File: config.mk
export PLATFORM = sky130hd
export DESIGN_NAME = sequence_generator_tx
export DESIGN_NICKNAME = d
export VERILOG_FILES = /design/src/rtl/sequence_generator_tx.sv
export SDC_FILE = /design/constraint.sdc
export NUM_CORES = 1
export LEC_CHECK = 0
export CORE_MARGIN = 4
export CORE_UTILIZATION = 54
export CTS_BUF_LIST = sky130_fd_sc_hd__clkbuf_4 sky130_fd_sc_hd__clkbuf_8
export CTS_CLUSTER_SIZE = 14
export DETAILED_ROUTE_END_ITERATION = 8
export GPL_TIMING_DRIVEN = 0
export PLACE_DENSITY = 0.84
export SLEW_MARGIN = 0
export SYNTH_ARGS = -nofsm -noshare
export SYNTH_HDL_FRONTEND = slang
export SYNTH_SLANG_ARGS = --single-unit
File: constraint.sdc
create_clock -name clock -period 1.95 [get_ports clock]
set_input_delay 0.2925 -clock clock [delete_from_list [all_inputs] [get_ports clock]]
set_output_delay 0.2925 -clock clock [all_outputs]
set_load 0.005 [all_outputs]
File: src/rtl/sequence_generator_tx.sv
// sequence_generator_tx: serial frame transmitter for the 1011 sync-pattern link.
// Sends sync 1,0,1,1, then the payload MSB first, then an optional even-parity
// bit, then GAP_CYCLES idle zeros before the next word can be accepted.
// Ports:
//   clock        rising-edge clock
//   reset        synchronous active-low reset
//   data_in      payload word, captured on the valid/ready handshake
//   data_valid   upstream word available
//   data_ready   block can accept a word this cycle (from state register only)
//   sequence_out serial bit stream
//   bit_valid    sequence_out carries a sync, data or parity bit
//   frame_start  pulse with the first sync bit
//   frame_done   pulse with the last frame bit
//   busy         high from the first sync bit through the last gap cycle
module sequence_generator_tx #(
    parameter int DATA_WIDTH = 8,
    parameter int PARITY_EN  = 1,
    parameter int GAP_CYCLES = 2
) (
    input  logic                  clock,
    input  logic                  reset,
    input  logic [DATA_WIDTH-1:0] data_in,
    input  logic                  data_valid,
    output logic                  data_ready,
    output logic                  sequence_out,
    output logic                  bit_valid,
    output logic                  frame_start,
    output logic                  frame_done,
    output logic                  busy
);
    typedef enum logic [2:0] {IDLE, SYNC_A, SYNC_B, SYNC_C, SYNC_D, DATA, PARITY, GAP} state_t;
    localparam state_t     AFTER_PAR  = (GAP_CYCLES > 0) ? GAP : IDLE;
    localparam state_t     AFTER_DATA = (PARITY_EN != 0) ? PARITY : AFTER_PAR;
    localparam logic [4:0] DATA_LOAD  = 5'(DATA_WIDTH - 1);
    localparam logic [4:0] GAP_LOAD   = 5'((GAP_CYCLES > 0) ? GAP_CYCLES - 1 : 0);

    state_t                state, state_next;
    logic [DATA_WIDTH-1:0] shift, shift_next;
    logic [4:0]            cnt, cnt_next;
    logic                  parity, parity_next;
    logic                  seq_next, done_next;

    assign data_ready = (state == IDLE) && reset;

    // One counter serves both phases: it counts data bits in DATA and is
    // reloaded with the gap length on leaving DATA, then counts down in GAP.
    always_comb begin
        state_next  = state;
        shift_next  = shift;
        cnt_next    = cnt;
        parity_next = parity;
        case (state)
            IDLE: if (data_valid && data_ready) begin
                state_next  = SYNC_A;
                shift_next  = data_in;
                parity_next = ^data_in;
                cnt_next    = DATA_LOAD;
            end
            SYNC_A: state_next = SYNC_B;
            SYNC_B: state_next = SYNC_C;
            SYNC_C: state_next = SYNC_D;
            SYNC_D: state_next = DATA;
            DATA: begin
                shift_next = shift << 1;
                cnt_next   = cnt - 5'd1;
                if (cnt == 5'd0) begin
                    state_next = AFTER_DATA;
                    cnt_next   = GAP_LOAD;
                end
            end
            PARITY: state_next = AFTER_PAR;
            GAP: begin
                cnt_next = cnt - 5'd1;
                if (cnt == 5'd0) state_next = IDLE;
            end
            default: state_next = IDLE;
        endcase
        // Outputs are registered from the next-state view so they line up
        // with the state occupied in the following cycle.
        seq_next  = (state_next inside {SYNC_A, SYNC_C, SYNC_D}) ||
                    (state_next == DATA && shift_next[DATA_WIDTH-1]) ||
                    (state_next == PARITY && parity_next);
        done_next = (PARITY_EN != 0) ? (state_next == PARITY)
                                     : (state_next == DATA && cnt_next == 5'd0);
    end

    always_ff @(posedge clock) begin
        if (!reset) begin
            state        <= IDLE;
            shift        <= '0;
            cnt          <= '0;
            parity       <= 1'b0;
            sequence_out <= 1'b0;
            bit_valid    <= 1'b0;
            frame_start  <= 1'b0;
            frame_done   <= 1'b0;
            busy         <= 1'b0;
        end else begin
            state        <= state_next;
            shift        <= shift_next;
            cnt          <= cnt_next;
            parity       <= parity_next;
            sequence_out <= seq_next;
            bit_valid    <= (state_next != IDLE) && (state_next != GAP);
            frame_start  <= (state_next == SYNC_A);
            frame_done   <= done_next;
            busy         <= (state_next != IDLE);
        end
    end
endmodule

==> flow_summary.yaml, run 1 <==
outcome:
  run_status: "complete, no violations"
finish:
  final_layout_size_suffix_gt1_share_pct: 10.6
  number_of_flip_flops_in_the_largest_register: 8
  top_regs: "shift x8, cnt x5, state x3"
  area_growth_syn_to_layout_pct: 21.3
  layout.cells.most_common_list: "dfxtp_1, nand2_1, clkdlybuf4s50_1"
  layout.cell_area.non_filler_um2: 1330
  n_antenna_cell: 0
  layout.nets: 155
  final_common_cell: "dfxtp_1"
  register_with_the_most_flip_flops: "shift"
logic_synthesis:
  summed_instance_area_of_the_synthesized_netlist_um2: 1090
  synthArstFlopShare_pct: 0
  seq_area_frac_synth_pct: 40.3
  synth_flop_cell: "dfxtp_1"
  average_instance_area_after_synthesis_um2: 8.89
  synth_cell_type_count: 36
  synth_seq_cells: 22
  synth-warning-count: 0
  number_of_flops_mapped_to_enable_cells_by_yosys: 0
  post_synth_inst_count: 123
  synth_fp_nets: 136
clock_tree:
  clk_pin_slew_ns: 0.13
  clock_tree.htree_level_count: 1
  sinks_on_clock_net: 22
  clockBufferDepth: 2
  cts.hold.buffers_added: 0
  clk-insertion-delay-late_ns: 0.31
  cts_tree: "yes"
  cts_setup_buffers: 0
  cts_root_buf: "clkbuf_4"
  cts_inserted_buffers: 3
timing:
  finalHoldWorstSlack_ns: 0.472
  finalSetupViolations: 0
  layout_min_cycle_time_ns: 1.87
  grt_setup_unrepaired: "no"
  maxSlewViolCount: 0
  fin_worst_skew_ns: 0.00912
  timing.final.crit_share_pct: 95.8
  clock.fmax_mhz: 536
  slew_headroom_pct: 72.4
  setup_slack_ns: 0.0828
  finalHoldViolCount: 0
  timing_worst_slew_pin_value_ns: 0.414
worst_setup_path:
  critPathCaptureType: "output pin"
  worst_ep_arrival_time_ns: 1.57
  worstPathRequired_ns: 1.66
  cp_max_fo: 10
  critPathKind: "reg2out"
  cpMaxStageDelayCell: "clkdlybuf4s50_1"
  crit_path_max_incr_delay_ns: 0.53
  crit_path_start_kind: "flip-flop"
  crit_chain: "buf_6 > nor4b_2 > clkdlybuf4s50_1"
placement:
  pre_cts_ws_ns: -0.421
  number_of_port_buffers: 16
  placedInstanceArea_um2: 1290
  place_congestion: 0.799
  dp_hpwl_um: 1650
run:
  max_cap_viol_count: 0
global_route:
  grt_util_all_layers_pct: 18.7
  met2_grt_util_pct: 34.3
  largest_net_degree_at_the_start_of_global_routing: 15
  grt_antenna_before_repair: 0
  first_global_vias: 887
  overflow: 0
  globalRouteMet1Util_pct: 20.4
  grt_use_met3_pct: 3.38
  gr-max-usage-layer: "met2"
  wire_length_of_the_first_global_routing_pass_um: 3830
floorplan:
  die_area_um2: 2810
  floorplan.core_area_um2: 1940
  dieWidth_um: 53
  die-height_um: 53
  floorplan.initialDensity_pct: 56.3
  placementRows: 16
  top_level_ports: 17
drt:
  route.vias.total: 950
  detailedRoute.firstPassIterationCount: 4
  detail_route.wirelength_um: 2290
  drt_iter0_markers: 17
  vias_per_cell: 5.65
  ant_nets: 0
  remaining_drc_errors: 0
  routed_wire_length_per_instance_um: 13.6
power:
  internal_power_uw: 733
  power_density_nw_per_um2: 775
  netSwitchingFraction_pct: 28.7
  clockPowerShare_pct: 24.7
  vdd_ir_drop_max_v: 0.000460
  cellLeakagePower_nw: 0.511
  share_comb_of_total_power_pct: 25.7
  power_frac_seq_pct: 49.7
  netSwitchingPower_uw: 295
worst_hold_path:
  hold_path_class: "reg2reg"
[timing repair]
action | in CTS | in global routing
setup endpoints to repair | 1 | 2
gates cloned | 0 | 0
gates resized for setup | 4 | 2
[final timing paths]
| path | startpoint | endpoint | slack, ns | cells after the start |
|---|---|---|---|---|
| worst max-delay path | state[1] | data_ready | 0.08 | 3 |
| worst min-delay path | shift[6] | shift[6] | 0.47 | 2 |
| worst max register to register | cnt[0] | cnt[4] | 0.17 | 7 |
| worst min register to register | shift[6] | shift[6] | 0.47 | 2 |
[power by group through the flow]
stage	combinational, mW	sequential (mW)	clock (mW)
detailed placement	0.264	0.517	0
global placement	0.256	0.514	0
global route	0.290	0.515	0.281
CTS	0.264	0.510	0.258
floorplan	0.178	0.514	0
finish	0.264	0.510	0.254
[kinds of logic after synthesis]
logic type               count (synthesis)  synth area share [%]
XOR/XNOR                                 8                  6.41
AO/OA/AOI/OAI                           37                  24.4
buffers and inverters                   13                  5.61
flip-flops                              22                  40.3
AND/OR/NAND/NOR                         41                  21.1
adder cells (fa/ha/maj)                  2                  2.29
[worst max-delay path: cells and delay by family (launching register included)]
kind                   cells  cell delay (ns)
buffers and inverters      2             0.67
DFF                        1             0.34
and+or+nand+nor            1             0.26
[cell usage after synthesis (2+ instances only)]
master	count	area [µm²]
a211oi_1	2	15.0
a21boi_0	8	60.1
a21oi_1	6	30.0
a22oi_1	6	45.0
and2_1	4	25.0
and3_1	2	12.5
clkbuf_1	5	18.8
dfxtp_1	22	440
ha_1	2	25.0
inv_1	4	15.0
nand2_1	15	56.3
nor2_1	7	26.3
nor3_1	2	10.0
nor4_1	2	12.5
o211a_1	2	20.0
o21ai_0	6	30.0
o311a_1	2	20.0
or4b_1	2	20.0
xnor2_1	7	61.3
[stage by stage]
stage          util [%]  power [mW]  cells  setup TNS [ns]
2_1_floorplan         -       0.692    123               0
3_3_place_gp       66.3       0.770    166          -0.504
3_5_place_dp       66.3       0.781    166          -0.711
4_1_cts            68.2        1.03    169               0
5_1_grt            68.3        1.09    168               0
6_report           68.3        1.03    168               0
[layer usage]
| metal | vias up | wire length (µm) | part of all wire [%] |
|---|---|---|---|
| li1 | 471 | - | - |
| met1 | 454 | 963 | 42 |
| met2 | 21 | 1200 | 52 |
| met3 | 4 | 102 | 4.4 |
| met4 | 0 | 27 | 1.2 |
| met5 | - | 0 | 0 |
[layout make-up]
| class | count | area, µm² |
|---|---|---|
| Sequential cell | 22 | 442 |
| Clock buffer | 4 | 36.3 |
| Inverter | 5 | 18.8 |
| Multi-Input combinational cell | 88 | 598 |
| Timing Repair Buffer | 16 | 159 |
| Fill cell | 158 | 616 |
| Buffer | 6 | 38.8 |
| Tap cell | 27 | 33.8 |
(Power assumes the default switching activity.)
==> run 2, diff against run 1 <==
--- a/config.mk
+++ b/config.mk
@@ -10,7 +10,7 @@
 export CTS_BUF_LIST = sky130_fd_sc_hd__clkbuf_4 sky130_fd_sc_hd__clkbuf_8
 export CTS_CLUSTER_SIZE = 14
 export DETAILED_ROUTE_END_ITERATION = 8
-export GPL_TIMING_DRIVEN = 0
+export GPL_TIMING_DRIVEN = 1
 export PLACE_DENSITY = 0.84
 export SLEW_MARGIN = 0
 export SYNTH_ARGS = -nofsm -noshare
==> run 2 against run 1 <==
  * Final cell count fell by 0.60%
  * Largest cell class unchanged
  * Worst setup slack improved by 0.023 ns
  * Total power rose by 9.7%
  * Combinational power fell by 2%
  * Core utilization rose by 1.0 points
  * Worst hold slack got worse by 0.0018 ns
==> flow_summary.yaml, run 2 (synthesis results as in run 1) <==
finish:
  layout.cells.most_common_list: "dfxtp_1, clkdlybuf4s50_1, nand2_1"
  multiInputGateArea_um2: 603
  layout.area.seq_um2: 440
  final_common_cell: "dfxtp_1"
  area_growth_syn_to_layout_pct: 23.1
  layout.nets: 154
  n_antenna_cell: 0
  fillers: 175
  number_of_flip_flops_in_the_largest_register: 8
  layout.cell_area.non_filler_um2: 1350
  top_regs: "shift x8, cnt x5, state x3"
  final_layout_size_suffix_gt1_share_pct: 10.7
  register_with_the_most_flip_flops: "shift"
worst_setup_path:
  worstPathRequired_ns: 1.66
  worst_ep_arrival_time_ns: 1.55
  critPathCaptureType: "output pin"
  crit_path_max_incr_delay_ns: 0.53
  crit_chain: "nor4b_2 > clkdlybuf4s50_1"
  cpMaxStageDelayCell: "clkdlybuf4s50_1"
  critPathKind: "reg2out"
  cp_max_fo: 10
  crit_path_start_kind: "flip-flop"
timing:
  finalHoldViolCount: 0
  finalSetupViolations: 0
  grt_setup_unrepaired: "no"
  finalHoldWorstSlack_ns: 0.470
  timing_worst_slew_pin_value_ns: 0.378
  maxSlewViolCount: 0
  slew_headroom_pct: 74.8
  clock.fmax_mhz: 542
  layout_min_cycle_time_ns: 1.84
  fin_worst_skew_ns: 0.00676
  totalNegativeSetupSlack_ns: 0
  timing.final.crit_share_pct: 94.6
  setup_slack_ns: 0.106
power:
  netSwitchingPower_uw: 299
  cellLeakagePower_nw: 0.519
  share_comb_of_total_power_pct: 22.9
  internal_power_uw: 828
  vdd_ir_drop_max_v: 0.000546
  clockPowerShare_pct: 30.9
  power_frac_seq_pct: 46.1
  netSwitchingFraction_pct: 26.5
  power_density_nw_per_um2: 837
floorplan:
  floorplan.initialDensity_pct: 56.3
  dieWidth_um: 53
  placementRows: 16
  die_area_um2: 2810
  die-height_um: 53
  floorplan.core_area_um2: 1940
  top_level_ports: 17
clock_tree:
  cts_root_buf: "clkbuf_4"
  clock_tree.htree_level_count: 1
  clockBufferDepth: 2
  cts_tree: "yes"
  cts.hold.buffers_added: 0
  sinks_on_clock_net: 22
  cts_inserted_buffers: 3
  clk-insertion-delay-late_ns: 0.31
  clk_pin_slew_ns: 0.13
outcome:
  run_status: "complete, no violations"
drt:
  top_layer_used: "met4"
  remaining_drc_errors: 0
  drt_iter0_markers: 28
  routed_wire_length_per_instance_um: 13.1
  met2WireLength_um: 1130
  routedLengthMet1_um: 966
  detailedRoute.firstPassIterationCount: 4
  vias_per_cell: 5.72
  met3_length_um: 76
  route.vias.total: 956
  detail_route.wirelength_um: 2190
  ant_nets: 0
placement:
  placedInstanceArea_um2: 1280
  place_congestion: 0.764
  number_of_port_buffers: 16
  dp_hpwl_um: 1610
  pre_cts_ws_ns: 0.0581
global_route:
  grt_antenna_before_repair: 0
  largest_net_degree_at_the_start_of_global_routing: 25
  overflow: 0
  grt_util_all_layers_pct: 17.7
  wire_length_of_the_first_global_routing_pass_um: 3670
  first_global_vias: 888
run:
  max_cap_viol_count: 0
worst_hold_path:
  hold_path_class: "reg2reg"
==> run 2: power by group through the flow <==
stage                     logic, mW  clock network, mW  registers (mW)
final                         0.258              0.349           0.520
after global routing          0.286              0.372           0.526
after CTS                     0.253              0.353           0.519
after detailed placement      0.251                  0           0.529
after global placement        0.245                  0           0.527
after floorplan               0.178                  0           0.514
==> run 2: layout make-up <==
class / instances / area share (%)
clock buffers: 3 / 1.67
well taps: 27 / 2.51
repair buffers: 21 / 14.7
multi-input cells: 88 / 44.8
clock inverters: 1 / 2.23
flip-flops and latches: 22 / 32.7
inverters: 5 / 1.39
==> run 2: worst paths after layout <==
kind,start,end,slack (ns),cells after the start
worst max-delay path,state[0],data_ready,0.11,2
worst min-delay path,shift[6],shift[6],0.47,2
worst max register to register,cnt[0],sequence_out,0.15,6
worst min register to register,shift[6],shift[6],0.47,2
==> run 2: worst max-delay path: cells and delay by family (launching register included) <==
kind	cells	cell delay, ns
buffers and inverters	1	0.53
DFF	1	0.44
and+or+nand+nor	1	0.27
==> run 2: per-layer routing <==
layer  track usage [%]  vias to the layer above
li1                  -                      473
met3              2.54                        2
met1              20.5                      459
met4              7.66                        0
met2              32.0                       22
met5                 0                        -
==> run 2: per-stage QoR <==
step                total power, mW  instances  util, %
finish                         1.13        167     69.3
global route                   1.18        167     69.3
CTS                            1.13        167     68.8
detailed placement            0.780        163     66.0
global placement              0.772        163     66.0
floorplan                     0.692        123        -
==> run 2: what timing repair did <==
item / CTS / global route
endpoints found under the setup margin: 0 / 2
resized for setup: 0 / 2
buffers inserted: 0 / 0
hold endpoints to repair: 0 / 0
